`src/rtl/alu_pkg.sv`:
```
// Shared types and constants for the ALU issue stage: instruction layout, op codes, register-file geometry.
package alu_pkg;
    localparam int DATA_W_DEF = 16;
    localparam int NREGS      = 8;
    localparam int REG_AW     = 3;

    localparam int OP_MSB  = 15;
    localparam int OP_LSB  = 12;
    localparam int RD_MSB  = 11;
    localparam int RD_LSB  = 9;
    localparam int RSA_MSB = 8;
    localparam int RSA_LSB = 6;
    localparam int RSB_MSB = 5;
    localparam int RSB_LSB = 3;
    localparam int CIN_BIT = 2;
    localparam int RSV_MSB = 1;
    localparam int RSV_LSB = 0;

    typedef logic [3:0] op_t;
    localparam op_t OP_NOP = 4'b1111;

    typedef struct packed {
        op_t               op;
        logic [REG_AW-1:0] rd;
        logic [REG_AW-1:0] rs_a;
        logic [REG_AW-1:0] rs_b;
        logic              cin;
        logic [1:0]        rsvd;
    } instr_t;

    function automatic instr_t to_instr(input logic [15:0] w);
        instr_t t;
        t.op   = op_t'(w[OP_MSB:OP_LSB]);
        t.rd   = w[RD_MSB:RD_LSB];
        t.rs_a = w[RSA_MSB:RSA_LSB];
        t.rs_b = w[RSB_MSB:RSB_LSB];
        t.cin  = w[CIN_BIT];
        t.rsvd = w[RSV_MSB:RSV_LSB];
        return t;
    endfunction

    function automatic logic [NREGS-1:0] reg_onehot(input logic [REG_AW-1:0] r);
        return NREGS'(1) << r;
    endfunction
endpackage

```
`src/rtl/alu_issue_if.sv`:
```
// Bundle of instruction-in, operand-out, writeback and status signals around the issue stage.
interface alu_issue_if #(parameter int DATA_W = 16);
    logic              instr_valid;
    logic              instr_ready;
    logic [15:0]       instr;
    logic              issue_valid;
    logic              issue_ready;
    logic [DATA_W-1:0] in_a;
    logic [DATA_W-1:0] in_b;
    logic              cin;
    logic [3:0]        sel;
    logic [2:0]        issue_rd;
    logic              wb_valid;
    logic [2:0]        wb_rd;
    logic [DATA_W-1:0] wb_data;
    logic              busy;

    modport master (
        output instr_valid, instr, issue_ready, wb_valid, wb_rd, wb_data,
        input  instr_ready, issue_valid, in_a, in_b, cin, sel, issue_rd, busy
    );

    modport slave (
        input  instr_valid, instr, issue_ready, wb_valid, wb_rd, wb_data,
        output instr_ready, issue_valid, in_a, in_b, cin, sel, issue_rd, busy
    );
endinterface

```
`src/rtl/alu_issue_fifo.sv`:
```
// In-order instruction buffer; head entry is readable combinationally so hazards can be judged the same cycle.
module alu_issue_fifo #(
    parameter int WIDTH = 16,
    parameter int DEPTH = 4
) (
    input  logic                   clk,
    input  logic                   rst_n,
    input  logic                   push_i,
    input  logic [WIDTH-1:0]       wdata_i,
    input  logic                   pop_i,
    output logic [WIDTH-1:0]       rdata_o,
    output logic                   full_o,
    output logic                   empty_o,
    output logic [$clog2(DEPTH):0] count_o
);
    localparam int AW = $clog2(DEPTH);

    logic [WIDTH-1:0] mem_q [DEPTH];
    logic [AW-1:0]    wr_ptr_q;
    logic [AW-1:0]    rd_ptr_q;
    logic [AW:0]      count_q;
    logic [AW:0]      count_d;
    logic             push_ok;
    logic             pop_ok;

    assign full_o  = (count_q == (AW+1)'(DEPTH));
    assign empty_o = (count_q == '0);
    assign count_o = count_q;
    assign rdata_o = mem_q[rd_ptr_q];
    assign push_ok = push_i && !full_o;
    assign pop_ok  = pop_i && !empty_o;

    always_comb begin
        count_d = count_q;
        case ({push_ok, pop_ok})
            2'b10:   count_d = count_q + (AW+1)'(1);
            2'b01:   count_d = count_q - (AW+1)'(1);
            default: count_d = count_q;
        endcase
    end

    // Power-of-two depth lets the pointers wrap naturally.
    always_ff @(posedge clk or negedge rst_n) begin
        if (!rst_n) begin
            wr_ptr_q <= '0;
            rd_ptr_q <= '0;
            count_q  <= '0;
        end else begin
            if (push_ok) wr_ptr_q <= wr_ptr_q + AW'(1);
            if (pop_ok)  rd_ptr_q <= rd_ptr_q + AW'(1);
            count_q <= count_d;
        end
    end

    always_ff @(posedge clk) begin
        if (push_ok) mem_q[wr_ptr_q] <= wdata_i;
    end
endmodule

```
`src/rtl/alu_issue.sv`:
```
// Issue stage: buffers instructions, checks the pending scoreboard, reads operands and registers the ALU bundle.
// Optional macro ALU_ISSUE_BYPASS_EN forwards the current writeback into hazard check and operand read.
module alu_issue
    import alu_pkg::*;
#(
    parameter int DATA_W     = DATA_W_DEF,
    parameter int FIFO_DEPTH = 4
) (
    input  logic        clk,
    input  logic        rst_n,
    alu_issue_if.slave  bus
);
    logic [15:0]                   fifo_rdata;
    logic                          fifo_full;
    logic                          fifo_empty;
    logic [$clog2(FIFO_DEPTH):0]   fifo_count;
    logic                          push;
    logic                          pop;
    instr_t                        head;
    logic                          head_nop;
    logic                          hazard;
    logic                          load;
    logic                          drop;
    logic [NREGS-1:0]              wb_hit;
    logic [NREGS-1:0]              pend_eff;
    logic [DATA_W-1:0]             opnd_a;
    logic [DATA_W-1:0]             opnd_b;
    logic                          unused_rsvd;

    logic [DATA_W-1:0]             regs_q [NREGS];
    logic [NREGS-1:0]              pending_q;
    logic [NREGS-1:0]              pending_d;
    logic                          issue_valid_q;
    logic [DATA_W-1:0]             in_a_q;
    logic [DATA_W-1:0]             in_b_q;
    logic                          cin_q;
    op_t                           sel_q;
    logic [REG_AW-1:0]             issue_rd_q;

    assign push = bus.instr_valid && bus.instr_ready;
    assign pop  = load || drop;

    alu_issue_fifo #(
        .WIDTH (16),
        .DEPTH (FIFO_DEPTH)
    ) u_fifo (
        .clk     (clk),
        .rst_n   (rst_n),
        .push_i  (push),
        .wdata_i (bus.instr),
        .pop_i   (pop),
        .rdata_o (fifo_rdata),
        .full_o  (fifo_full),
        .empty_o (fifo_empty),
        .count_o (fifo_count)
    );

    assign head        = to_instr(fifo_rdata);
    assign unused_rsvd = ^head.rsvd;
    assign head_nop    = (head.op == OP_NOP);
    assign wb_hit      = bus.wb_valid ? reg_onehot(bus.wb_rd) : '0;

`ifdef ALU_ISSUE_BYPASS_EN
    assign pend_eff = pending_q & ~wb_hit;
`else
    assign pend_eff = pending_q;
`endif

    assign hazard = pend_eff[head.rs_a] || pend_eff[head.rs_b] || pend_eff[head.rd];
    assign drop   = !fifo_empty && head_nop;
    assign load   = !fifo_empty && !head_nop && !hazard && (!issue_valid_q || bus.issue_ready);

    always_comb begin
        opnd_a = regs_q[head.rs_a];
        opnd_b = regs_q[head.rs_b];
`ifdef ALU_ISSUE_BYPASS_EN
        if (bus.wb_valid && bus.wb_rd == head.rs_a && head.rs_a != '0) opnd_a = bus.wb_data;
        if (bus.wb_valid && bus.wb_rd == head.rs_b && head.rs_b != '0) opnd_b = bus.wb_data;
`endif
    end

    // r0 is never written, so it stays at its reset value of zero.
    for (genvar gi = 0; gi < NREGS; gi++) begin : g_regs
        always_ff @(posedge clk or negedge rst_n) begin
            if (!rst_n) begin
                regs_q[gi] <= '0;
            end else if (gi != 0 && bus.wb_valid && bus.wb_rd == REG_AW'(gi)) begin
                regs_q[gi] <= bus.wb_data;
            end
        end
    end

    // A load setting the same bit a writeback clears takes priority.
    always_comb begin
        pending_d = pending_q & ~wb_hit;
        if (load) pending_d = pending_d | reg_onehot(head.rd);
        pending_d[0] = 1'b0;
    end

    always_ff @(posedge clk or negedge rst_n) begin
        if (!rst_n) begin
            pending_q     <= '0;
            issue_valid_q <= 1'b0;
            in_a_q        <= '0;
            in_b_q        <= '0;
            cin_q         <= 1'b0;
            sel_q         <= '0;
            issue_rd_q    <= '0;
        end else begin
            pending_q <= pending_d;
            if (load) begin
                issue_valid_q <= 1'b1;
                in_a_q        <= opnd_a;
                in_b_q        <= opnd_b;
                cin_q         <= head.cin;
                sel_q         <= head.op;
                issue_rd_q    <= head.rd;
            end else if (bus.issue_ready) begin
                issue_valid_q <= 1'b0;
            end
        end
    end

    assign bus.instr_ready = !fifo_full;
    assign bus.issue_valid = issue_valid_q;
    assign bus.in_a        = in_a_q;
    assign bus.in_b        = in_b_q;
    assign bus.cin         = cin_q;
    assign bus.sel         = sel_q;
    assign bus.issue_rd    = issue_rd_q;
    assign bus.busy        = (fifo_count != '0) || issue_valid_q || (|pending_q);
endmodule

```
`src/flat_wrapper.sv`:
```
// flat-port wrapper written by rule: the top's interface ports become plain ports
module alu_issue_flat import alu_pkg::*;
#(
    parameter int DATA_W     = DATA_W_DEF,
    parameter int FIFO_DEPTH = 4
)
  (clk, rst_n, bus_instr_valid, bus_instr, bus_issue_ready, bus_wb_valid, bus_wb_rd, bus_wb_data, bus_instr_ready, bus_issue_valid, bus_in_a, bus_in_b, bus_cin, bus_sel, bus_issue_rd, bus_busy);
  alu_issue_if #(.DATA_W(DATA_W)) bus_i ();
  input  logic clk;
  input  logic rst_n;
  input wire logic [$bits(bus_i.instr_valid)-1:0] bus_instr_valid;
  input wire logic [$bits(bus_i.instr)-1:0] bus_instr;
  input wire logic [$bits(bus_i.issue_ready)-1:0] bus_issue_ready;
  input wire logic [$bits(bus_i.wb_valid)-1:0] bus_wb_valid;
  input wire logic [$bits(bus_i.wb_rd)-1:0] bus_wb_rd;
  input wire logic [$bits(bus_i.wb_data)-1:0] bus_wb_data;
  output wire logic [$bits(bus_i.instr_ready)-1:0] bus_instr_ready;
  output wire logic [$bits(bus_i.issue_valid)-1:0] bus_issue_valid;
  output wire logic [$bits(bus_i.in_a)-1:0] bus_in_a;
  output wire logic [$bits(bus_i.in_b)-1:0] bus_in_b;
  output wire logic [$bits(bus_i.cin)-1:0] bus_cin;
  output wire logic [$bits(bus_i.sel)-1:0] bus_sel;
  output wire logic [$bits(bus_i.issue_rd)-1:0] bus_issue_rd;
  output wire logic [$bits(bus_i.busy)-1:0] bus_busy;
  assign bus_i.instr_valid = bus_instr_valid;
  assign bus_i.instr = bus_instr;
  assign bus_i.issue_ready = bus_issue_ready;
  assign bus_i.wb_valid = bus_wb_valid;
  assign bus_i.wb_rd = bus_wb_rd;
  assign bus_i.wb_data = bus_wb_data;
  assign bus_instr_ready = bus_i.instr_ready;
  assign bus_issue_valid = bus_i.issue_valid;
  assign bus_in_a = bus_i.in_a;
  assign bus_in_b = bus_i.in_b;
  assign bus_cin = bus_i.cin;
  assign bus_sel = bus_i.sel;
  assign bus_issue_rd = bus_i.issue_rd;
  assign bus_busy = bus_i.busy;
  alu_issue #(.DATA_W(DATA_W), .FIFO_DEPTH(FIFO_DEPTH)) u_core (.clk(clk), .rst_n(rst_n), .bus(bus_i));
endmodule
```
`config.mk`:
```
export PLATFORM = sky130hd
export DESIGN_NAME = alu_issue_flat
export DESIGN_NICKNAME = d
export VERILOG_FILES = /design/src/rtl/alu_pkg.sv /design/src/rtl/alu_issue_if.sv /design/src/rtl/alu_issue_fifo.sv /design/src/rtl/alu_issue.sv /design/src/flat_wrapper.sv
export SDC_FILE = /design/constraint.sdc
export NUM_CORES = 1
export LEC_CHECK = 0
export CORE_UTILIZATION = 59
export CTS_CLUSTER_SIZE = 8
export DETAILED_ROUTE_END_ITERATION = 7
export GPL_TIMING_DRIVEN = 0
export PLACE_DENSITY = 0.81
export SETUP_SLACK_MARGIN = 0.15
export SLEW_MARGIN = 20
export SYNTH_ARGS = -nofsm -noshare
export SYNTH_HDL_FRONTEND = slang
export SYNTH_SLANG_ARGS = --single-unit
```
`constraint.sdc`:
```
create_clock -name clk -period 4 [get_ports clk]
set_input_delay 1.2 -clock clk [delete_from_list [all_inputs] [get_ports clk]]
set_output_delay 1.2 -clock clk [all_outputs]
set_load 0.01 [all_outputs]
```
==> run summary, run 1 <==
### Status
* result of the run: complete, no violations

### GRT
* wire length of the first global-routing pass: 39740 µm
* grt ovf: 0
* aggregate global-route resource usage: 0.2916
* via count of the first global-routing pass: 7303
* number of antenna violations at the first check in global routing: 0
* largest net degree at the start of global routing: 106

### Power
* Power per Cell Area: 881.0 nW/µm²
* Max rail drop VDD: 0.5748 mV
* internal power component: 7115 µW
* power share of the combinational group: 0.486
* total power consumption of the routed design: 11120 µW
* static leakage power: 0.005036 µW
* Switch Pwr: 4008 µW
* fraction of power spent switching nets: 0.3603
* portion of total power attributed to sequential cells: 0.308
* share of power burned in the clock network: 0.206

### Timing
* final setup violating endpoints: 0
* Slew headroom: 0.3349
* Worst Slack Setup Final: 278.0 ps
* Tcrit/Tclk final: 0.9305
* post-layout min period: 3722 ps
* Final Slew Violations: 0
* Tightest Pin Transition: 997.6 ps
* Highest Clock Rate: 268.7 MHz
* final sum of negative setup slack: 0 ps
* Final Hold Fails: 0
* RSZ-0062 raised after global routing: false
* final worst clock skew: 14.24 ps

### Synthesis
* dominant register cell in the synthesized netlist: dfrtp_1
* Yosys cell types: 50
* count of synthesis-stage warnings from yosys: 16
* cell type contributing the most total cell area after synthesis: dfrtp_1
* Synth area leaders: dfrtp_1 40%, edfxtp_1 16%, mux2_2 16%
* number of synthesized flops with an enable pin: 56
* Synth top area share: 0.3972
* Synthesized Nets: 741
* average instance area after synthesis: 15.14 µm²
* cell count after synthesis: 695
* Mapped Area: 10520 µm²
* register area share after synthesis: 0.5571
* ys async rst share: 0.7489
* number of register bits inferred by synthesis: 223

### Drt
* Antenna Nets Post-Route: 0
* detailed-route via count: 6889
* routed length per placed instance: 24.27 µm
* routed vias/inst: 6.524
* DRC errors left: 0
* first drt pass iteration count: 5
* wire length reported by the detailed router: 25630 µm
* initial DRC count: 516

### Die
* top-level port count: 83
* overall die width: 135.5 µm
* die area: 18370 µm²
* std cell rows: 48
* Die Span Y: 135.5 µm
* Starting Density: 0.6061
* placeable core area: 17360 µm²

### Clock network
* CTS tree: yes
* clock root buffer: clkbuf_16
* clock-pin slew of the registers on the worst-case setup and hold paths: 50 ps
* H-tree depth: 1
* Clock Sink Count: 223
* count of hold-fix buffers inserted at cts: 0
* maximum clock path buffer count: 3
* total CTS buffers: 31
* clock latency on the worst-skew pair: 550 ps

### Place
* global placement routability congestion: 0.8510
* # port buffers: 80
* DP Worst Slack: -132.0 ps
* cell count after placement: 1001
* half-perimeter wire length of the detailed placement result: 16450 µm

### Critical path
* maximum fanout along the worst path: 10
* launching element type of the critical path: flip-flop
* data required time at the worst endpoint: 4460 ps
* kind of end point of the critical path: flip-flop
* Arrival @ worst endpoint: 4190 ps
* WS Path Type: reg -> reg

### Final layout
* most frequent standard cell in the layout excluding fill and tap cells: dfrtp_1
* Final nets: 867
* ratio of cells with drive above 1 in the final layout: 0.3201
* filler-free cell count of the finished design: 1056
* Ant. Diodes: 0
* Fill cells: 1086
* growth of design area from synthesis to finish: 20.02%
* most used cells in the layout excluding fill and tap cells: 167 x dfrtp_1, 145 x mux2_2, 79 x clkdlybuf4s50_1, 56 x edfxtp_1, 44 x mux4_2

### Min path
* type of the tightest min-delay check: reg -> reg

### Job
* max cap viols: 0

[power by group through the flow]
stage / logic (µW) / registers [µW] / clock network (µW)
global placement: 4930 / 3370 / 0
detailed placement: 5110 / 3440 / 0
floorplan: 3450 / 3420 / 0
finish: 5400 / 3430 / 2290
CTS: 5210 / 3410 / 2310
global route: 5750 / 3500 / 2420
[cell type report]
type | count | area [µm²] | share of cell area
well taps | 225 | 281.5 | 0.02230
inverters | 10 | 38.79 | 0.003072
flip-flops and latches | 223 | 5861 | 0.4642
clock buffers | 42 | 817.0 | 0.06471
multi-input cells | 418 | 4403 | 0.3487
repair buffers | 93 | 923.4 | 0.07313
clock inverters | 1 | 20.02 | 0.001586
plain buffers | 44 | 281.5 | 0.02230
[synth_stat cells (5+ instances only)]
master and instances:
nor2b_1 9, ha_1 5, buf_1 5, a221oi_1 16
mux4_2 44, buf_2 8, mux2i_1 6, nor2_1 34
o21ai_0 14, clkbuf_1 24, mux2_2 145, dfrtp_1 167
mux2_1 42, edfxtp_1 56, a32o_1 6, nand2_1 22
a22oi_1 17, o21ai_1 5, nand3_1 5, inv_1 9
[registers in the layout (all words and copies together), names as in the netlist]
| register | flops |
|---|---|
| u_core.bus.cin | 1 |
| u_core.regs_q | 112 |
| u_core.bus.in_b | 16 |
| u_core.pend_eff | 7 |
| u_core.u_fifo.mem_q | 56 |
| u_core.bus.issue_rd | 3 |
| u_core.bus.issue_valid | 1 |
| u_core.u_fifo.count_o | 3 |
| u_core.bus.in_a | 16 |
| u_core.u_fifo.wr_ptr_q | 2 |
| u_core.u_fifo.rd_ptr_q | 2 |
| u_core.bus.sel | 4 |
[path summary, 6_finish.rpt]
kind | slack, ps | start | end | depth (start not counted)
worst min-delay path | 480 | u_core.bus.in_a[2] | u_core.bus.in_a[2] | 1
worst max-delay path | 280 | u_core.u_fifo.rd_ptr_q[1] | u_core.u_fifo.count_o[2] | 14
worst max register to register | 280 | u_core.u_fifo.rd_ptr_q[1] | u_core.u_fifo.count_o[2] | 14
worst min register to register | 480 | u_core.bus.in_a[2] | u_core.bus.in_a[2] | 1
max in group asynchronous | 2530 | rst_n | u_core.regs_q[60] | 2
min in group asynchronous | 600 | rst_n | u_core.bus.in_a[7] | 1
[routing by layer]
metal | part of all wire | wire length, µm | track usage | vias to the layer above
met4 | 0.038 | 981 | 0.1386 | 0
met1 | 0.38 | 9831 | 0.3744 | 3593
met5 | 0 | 0 | 0 | -
met3 | 0.067 | 1715 | 0.05836 | 72
li1 | - | - | - | 2895
met2 | 0.51 | 13100 | 0.4789 | 329
[stage by stage]
step                      cell area (µm²)  hold WS, ps    util
final                               12630        481.7  0.7274
after floorplan                     10520        476.6       -
after detailed placement            11640        473.7  0.6706
after global routing                12630        496.0  0.7274
after global placement              11600        466.4  0.6685
after CTS                           12520        485.0  0.7212
[kinds of logic (layout without fill, tap and decap cells)]
logic type,after synthesis,in the layout,synth area share
mux,239,239,0.3051
flops,223,223,0.5571
simple gates,100,100,0.04995
compound gates,69,69,0.04853
buf+inv,54,190,0.02819
fa+ha+maj,6,6,0.007850
xor+xnor,4,4,0.003331
[critical path, stage by stage, from the launching register on]
cell     delay, ps
dfrtp_1        310
buf_2          240
buf_4          240
mux4_1         350
nand4_1        280
nand4_2        160
or4_4          580
or2_4          300
a21oi_2        150
ha_2           190
inv_1           50
fa_2           340
xor2_1         150
nor2_1         130
xor2_1         160
[repair_timing]
item / CTS / global route
gates cloned: 0 / 0
setup buffers: 2 / 10
gates resized for setup: 6 / 10
pin swaps: 2 / 7
setup endpoints to repair: 2 / 1
endpoints found under the hold margin: 0 / 0
Power figures use the tool's default switching activity.
==> inputs of run 2 (changes only) <==
Settings changed: SKIP_CTS_REPAIR_TIMING set to 1, SYNTH_HIERARCHICAL set to 1.
==> run 2 against run 1 <==
  * The flow now finishes with violations (setup timing)
  * Flip-flop and latch count unchanged
  * Global-route usage down 0.45 points
  * Clock power hardly changed
  * Critical path type unchanged
==> run summary, run 2 <==
### Min path
* launch instance of the worst min-delay path: u_core/bus.in_a[13]
* type of the tightest min-delay check: reg -> reg

### Timing
* Final Slew Violations: 0
* final setup violating endpoints: 1
* Worst Slack Setup Final: -47.07 ps
* Tcrit/Tclk final: 1.012
* RSZ-0062 raised after global routing: true
* Highest Clock Rate: 247.1 MHz
* Tightest Pin Transition: 975.9 ps
* Slew headroom: 0.3494
* final sum of negative setup slack: -47.07 ps
* post-layout min period: 4047 ps
* final worst clock skew: 18.72 ps
* Final Hold Fails: 0

### Power
* Power per Cell Area: 891.9 nW/µm²
* Max rail drop VDD: 0.5895 mV
* static leakage power: 0.005068 µW

### Status
* violated checks: setup timing
* result of the run: finished with violations

### Clock network
* clock latency on the worst-skew pair: 540 ps
* H-tree depth: 1
* maximum clock path buffer count: 3
* CTS tree: yes
* total CTS buffers: 31
* Clock Sink Count: 223
* clock-pin slew of the registers on the worst-case setup and hold paths: 50 ps
* clock root buffer: clkbuf_16

### Place
* half-perimeter wire length of the detailed placement result: 16250 µm
* global placement routability congestion: 0.8721
* post-place instance area: 11590 µm²
* # port buffers: 80

### Final layout
* Ant. Diodes: 0
* Regs by FF count: u_core/regs_q: 112 flops, u_core/u_fifo/mem_q: 56 flops
* Fill cells: 1055
* max FFs per register: 112
* cell area after layout: 12630 µm²
* ratio of cells with drive above 1 in the final layout: 0.3842
* most frequent standard cell in the layout excluding fill and tap cells: mux2_2
* sequential cell area in the final layout: 5861 µm²
* Top reg by flops: u_core/regs_q
* most used cells in the layout excluding fill and tap cells: 184 x mux2_2, 167 x dfrtp_1, 79 x clkdlybuf4s50_1, 56 x edfxtp_1, 46 x mux4_2
* Final nets: 870
* growth of design area from synthesis to finish: 21.21%
* multi-input logic area: 4344 µm²

### Critical path
* Arrival @ worst endpoint: 4510 ps
* crit path buf inv count: 6
* Critical Path Most Common Cell: buf_6
* ordered list of cells on the worst path: buf_12, buf_12, mux4_2, buf_6, nor2b_4, buf_6, a221o_1, a311o_1, nor3_4, buf_6, o21bai_4, o31a_2, ha_4, inv_2, fa_2, xor2_1, nor2_1, xor2_1
* kind of end point of the critical path: flip-flop
* launching element of the worst setup path: u_core/u_fifo/rd_ptr_q[0]
* maximum fanout along the worst path: 8
* data required time at the worst endpoint: 4460 ps
* Worst path slowest cell: mux4_2
* family with the most delay on the worst path: compound AO/OA/AOI/OAI gates
* launching element type of the critical path: flip-flop
* slack of the worst reg-to-reg path: -50 ps
* reg2reg start: u_core/u_fifo/rd_ptr_q[0]
* WS Path Type: reg -> reg
* Largest stage delay, worst path: 510 ps

### Die
* std cell rows: 48
* placeable core area: 17300 µm²
* top-level port count: 83
* overall die width: 134.9 µm
* Starting Density: 0.6026
* die area: 18200 µm²
* Die Span Y: 134.9 µm

### Synthesis
* Mapped Area: 10420 µm²
* average instance area after synthesis: 15.17 µm²
* count of synthesis-stage warnings from yosys: 38
* cell count after synthesis: 687
* Synthesized Nets: 733

### Drt
* routed length per placed instance: 24.18 µm
* first drt pass iteration count: 5
* wire length reported by the detailed router: 25580 µm
* routed vias/inst: 6.358
* DRC errors left: 0
* initial DRC count: 460
* Antenna Nets Post-Route: 0
* detailed-route via count: 6727

### GRT
* aggregate global-route resource usage: 0.2871
* largest net degree at the start of global routing: 93
* wire length of the first global-routing pass: 39420 µm
* via count of the first global-routing pass: 7206
* number of antenna violations at the first check in global routing: 0
* grt ovf: 0

### Job
* max cap viols: 0

==> run 2: changes by cell type in the layout (fill, tap and decap cells not counted), moves of 4 or more <==
cell      delta
a221oi_1    -15
a22oi_1     +15
and3_1       -4
and3_2       +4
buf_1        +5
buf_4       +10
mux2_1      -37
mux2_2      +39
nand2_1     +12
nor2_1      -31
o21ai_0     +18
o21ai_1      -5
==> run 2: worst reg2reg max path: stages (launching register included) <==
cell and delay (ps):
dfrtp_1 390, buf_12 130, buf_12 120, mux4_2 510, buf_6 160, nor2b_4 130
buf_6 120, a221o_1 390, a311o_1 380, nor3_4 290, buf_6 150, o21bai_4 100
o31a_2 190, ha_4 140, inv_2 40, fa_2 320, xor2_1 140, nor2_1 110
xor2_1 160
==> run 2: layout make-up <==
type	count	share of cell area
Sequential cell	223	0.4639
Multi-Input combinational cell	407	0.3438
Timing Repair Buffer	104	0.08061
Clock buffer	41	0.06437
Tap cell	225	0.02228
Buffer	46	0.02109
Inverter	11	0.003268
Clock inverter	1	0.0006932
==> run 2: layer usage <==
| layer | up-vias | GRT usage | part of all wire |
|---|---|---|---|
| met5 | - | 0 | 0 |
| met3 | 66 | 0.04167 | 0.057 |
| li1 | 2888 | - | - |
| met2 | 277 | 0.4940 | 0.51 |
| met1 | 3496 | 0.3709 | 0.40 |
| met4 | 0 | 0.1086 | 0.032 |
==> run 2: power breakdown <==
group,total (µW),switching (µW),internal (µW),leakage (µW)
combinational,5580,2690,2890,0.00213
clock,2270,890,1380,0.000398
sequential,3420,405,3020,0.00254
total,11300,3990,7280,0.00507
==> run 2: path summary, 6_finish.rpt <==
| check | endpoint | depth (start not counted) |
|---|---|---|
| worst min register to register | u_core/bus.in_a[13] | 1 |
| min in group asynchronous | u_core/regs_q[67] | 1 |
| worst min-delay path | u_core/bus.in_a[13] | 1 |
| max in group asynchronous | u_core/bus.issue_valid | 2 |
| worst max-delay path | u_core/u_fifo/count_o[2] | 18 |
| worst max register to register | u_core/u_fifo/count_o[2] | 18 |
==> run 2: stage by stage <==
| step | total power (µW) | worst slack [ps] | hold slack, ps | instances | utilization |
|---|---|---|---|---|---|
| floorplan | 6867 | 0.5649 | 490.6 | 687 | - |
| global placement | 8299 | -4583 | 476.4 | 992 | 0.6672 |
| detailed placement | 8535 | -829.7 | 478.4 | 994 | 0.6699 |
| CTS | 10860 | -829.9 | 507.7 | 1036 | 0.7174 |
| global route | 11770 | -159.9 | 527.1 | 1058 | 0.7305 |
| finish | 11270 | -47.07 | 504.0 | 1058 | 0.7305 |
==> inputs of run 3 (changes only) <==
Settings changed: CORE_UTILIZATION 59 to 36, PLACE_DENSITY 0.81 to not set, SKIP_CTS_REPAIR_TIMING 1 to not set.
Clock period 4 ns to 3.93 ns, I/O delays scaled along.
==> run 3 against run 2 <==
  * The run now ends clean
  * Non-clock buffer count down 8
  * Via count fell by 5.2%
  * Utilization fell by 28 points
  * Critical path depth unchanged
  * Sequential share of layout area shrank 0.43 points
  * Final cell count increased by 14%
  * Sequential power is essentially flat
  * First-iteration DRC count fell by 10%
  * Flip-flop and latch count is the same
  * Largest cell class unchanged
  * Largest power group unchanged
==> run summary, run 3 (synthesis gave the netlist of run 2 again) <==
### Drt
* routed length per placed instance: 20.97 µm
* Antenna Nets Post-Route: 0
* DRC errors left: 0
* initial DRC count: 412
* first drt pass iteration count: 6
* wire length reported by the detailed router: 25200 µm
* detailed-route via count: 6374
* routed vias/inst: 5.303

### Timing
* Slew headroom: 0.3736
* Highest Clock Rate: 264.8 MHz
* Final Slew Violations: 0
* final setup violating endpoints: 0
* Tcrit/Tclk final: 0.9609
* Hold WS: 495.2 ps
* post-layout min period: 3776 ps
* final worst clock skew: 16.65 ps
* final sum of negative setup slack: 0 ps
* Tightest Pin Transition: 939.6 ps
* RSZ-0062 raised after global routing: true
* Final Hold Fails: 0

### Final layout
* growth of design area from synthesis to finish: 22.34%
* Top reg by flops: u_core/regs_q
* Ant. Diodes: 0
* Regs by FF count: u_core/regs_q: 112 flops, u_core/u_fifo/mem_q: 56 flops
* Fill cells: 2533
* max FFs per register: 112
* sequential cell area in the final layout: 5861 µm²
* core utilization of the finished layout: 0.4528
* multi-input logic area: 4349 µm²
* ratio of cells with drive above 1 in the final layout: 0.3799
* most frequent standard cell in the layout excluding fill and tap cells: mux2_2
* most used cells in the layout excluding fill and tap cells: 184 x mux2_2, 167 x dfrtp_1, 79 x clkdlybuf4s50_1, 56 x edfxtp_1, 46 x mux4_2
* Final nets: 862

### Die
* std cell rows: 61
* die area: 29640 µm²
* top-level port count: 83
* placeable core area: 28160 µm²
* Starting Density: 0.3701
* overall die width: 172.2 µm
* Die Span Y: 172.2 µm

### Critical path
* kind of end point of the critical path: flip-flop
* Arrival @ worst endpoint: 4240 ps
* ordered list of cells on the worst path: buf_8, buf_12, mux4_2, buf_6, nor2b_4, buf_4, a221o_1, a311o_1, nor3_4, buf_6, o21bai_1, o31a_2, ha_4, inv_2, fa_2, xor2_1, nor2_1, xor2_1
* launching element type of the critical path: flip-flop
* data required time at the worst endpoint: 4390 ps
* WS Path Type: reg -> reg
* Worst path slowest cell: mux4_2
* maximum fanout along the worst path: 7
* Largest stage delay, worst path: 510 ps

### Power
* Power per Cell Area: 880.3 nW/µm²
* Max rail drop VDD: 0.4407 mV
* total power consumption of the routed design: 11230 µW
* static leakage power: 0.005023 µW

### Clock network
* H-tree depth: 1
* clock latency on the worst-skew pair: 550 ps
* clock root buffer: clkbuf_16
* maximum clock path buffer count: 3
* clock-pin slew of the registers on the worst-case setup and hold paths: 50 ps
* total CTS buffers: 31
* CTS tree: yes
* Clock Sink Count: 223
* count of hold-fix buffers inserted at cts: 0

### GRT
* wire length of the first global-routing pass: 39290 µm
* via count of the first global-routing pass: 6711
* number of antenna violations at the first check in global routing: 0
* aggregate global-route resource usage: 0.1779
* grt ovf: 0
* largest net degree at the start of global routing: 87

### Place
* # port buffers: 80
* global placement routability congestion: 0.7808
* half-perimeter wire length of the detailed placement result: 16500 µm

### Status
* result of the run: complete, no violations

### Job
* max cap viols: 0

### Min path
* type of the tightest min-delay check: reg -> reg

==> run 3: per-layer routing <==
| metal | vias up | routed length, µm | track usage |
|---|---|---|---|
| met5 | - | 0 | 0 |
| met2 | 174 | 12130 | 0.2930 |
| met4 | 0 | 748 | 0.06156 |
| li1 | 2870 | - | - |
| met1 | 3285 | 11270 | 0.2394 |
| met3 | 45 | 1046 | 0.02655 |
==> run 3: through the flow <==
step | instances | worst slack (ps) | area, µm²
finish | 1202 | 153.8 | 12750
global route | 1202 | -6.579 | 12750
CTS | 1197 | 150.3 | 12690
detailed placement | 1147 | -895.0 | 11780
global placement | 1145 | -5739 | 11730
floorplan | 687 | -69.44 | 10460
==> run 3: timing repair <==
| action | CTS | global route |
|---|---|---|
| pin swaps | 4 | 6 |
| hold endpoints to repair | 0 | 0 |
| gates resized for setup | 10 | 6 |
| setup buffers | 9 | 5 |
| gates cloned | 0 | 0 |
| setup endpoints to repair | 40 | 2 |
==> run 3: layout make-up <==
class | count | area share
flip-flops and latches | 223 | 0.4596
repair buffers | 96 | 0.07418
clock inverters | 1 | 0.0006868
clock buffers | 40 | 0.06348
multi-input cells | 407 | 0.3411
plain buffers | 46 | 0.02070
well taps | 378 | 0.03709
inverters | 11 | 0.003238
==> run 3: critical path: cells and delay by family (launching register included) <==
family | cells | cell delay [ps]
muxes | 1 | 510
and+or+nand+nor | 3 | 460
buffers and inverters | 6 | 670
xor gates and xnor gates | 2 | 280
AOI/OAI and AO/OA | 4 | 940
DFF | 1 | 360
adders and majority gates | 2 | 460
==> run 3: final timing paths <==
path,start,slack [ps],cells past startpoint,end
worst min-delay path,u_core/bus.in_a[13],500,1,u_core/bus.in_a[13]
worst min register to register,u_core/bus.in_a[13],500,1,u_core/bus.in_a[13]
worst max-delay path,u_core/u_fifo/rd_ptr_q[0],150,18,u_core/u_fifo/count_o[2]
min in group asynchronous,rst_n,650,1,u_core/regs_q[67]
max in group asynchronous,rst_n,2390,2,u_core/bus.sel[1]
worst max register to register,u_core/u_fifo/rd_ptr_q[0],150,18,u_core/u_fifo/count_o[2]
==> run 3: report_power, final <==
group / leakage, µW / total, µW / switching, µW / internal [µW]
Combinational: 0.00209 / 5450 / 2620 / 2830
Clock: 0.000397 / 2320 / 919 / 1400
Sequential: 0.00254 / 3450 / 385 / 3070
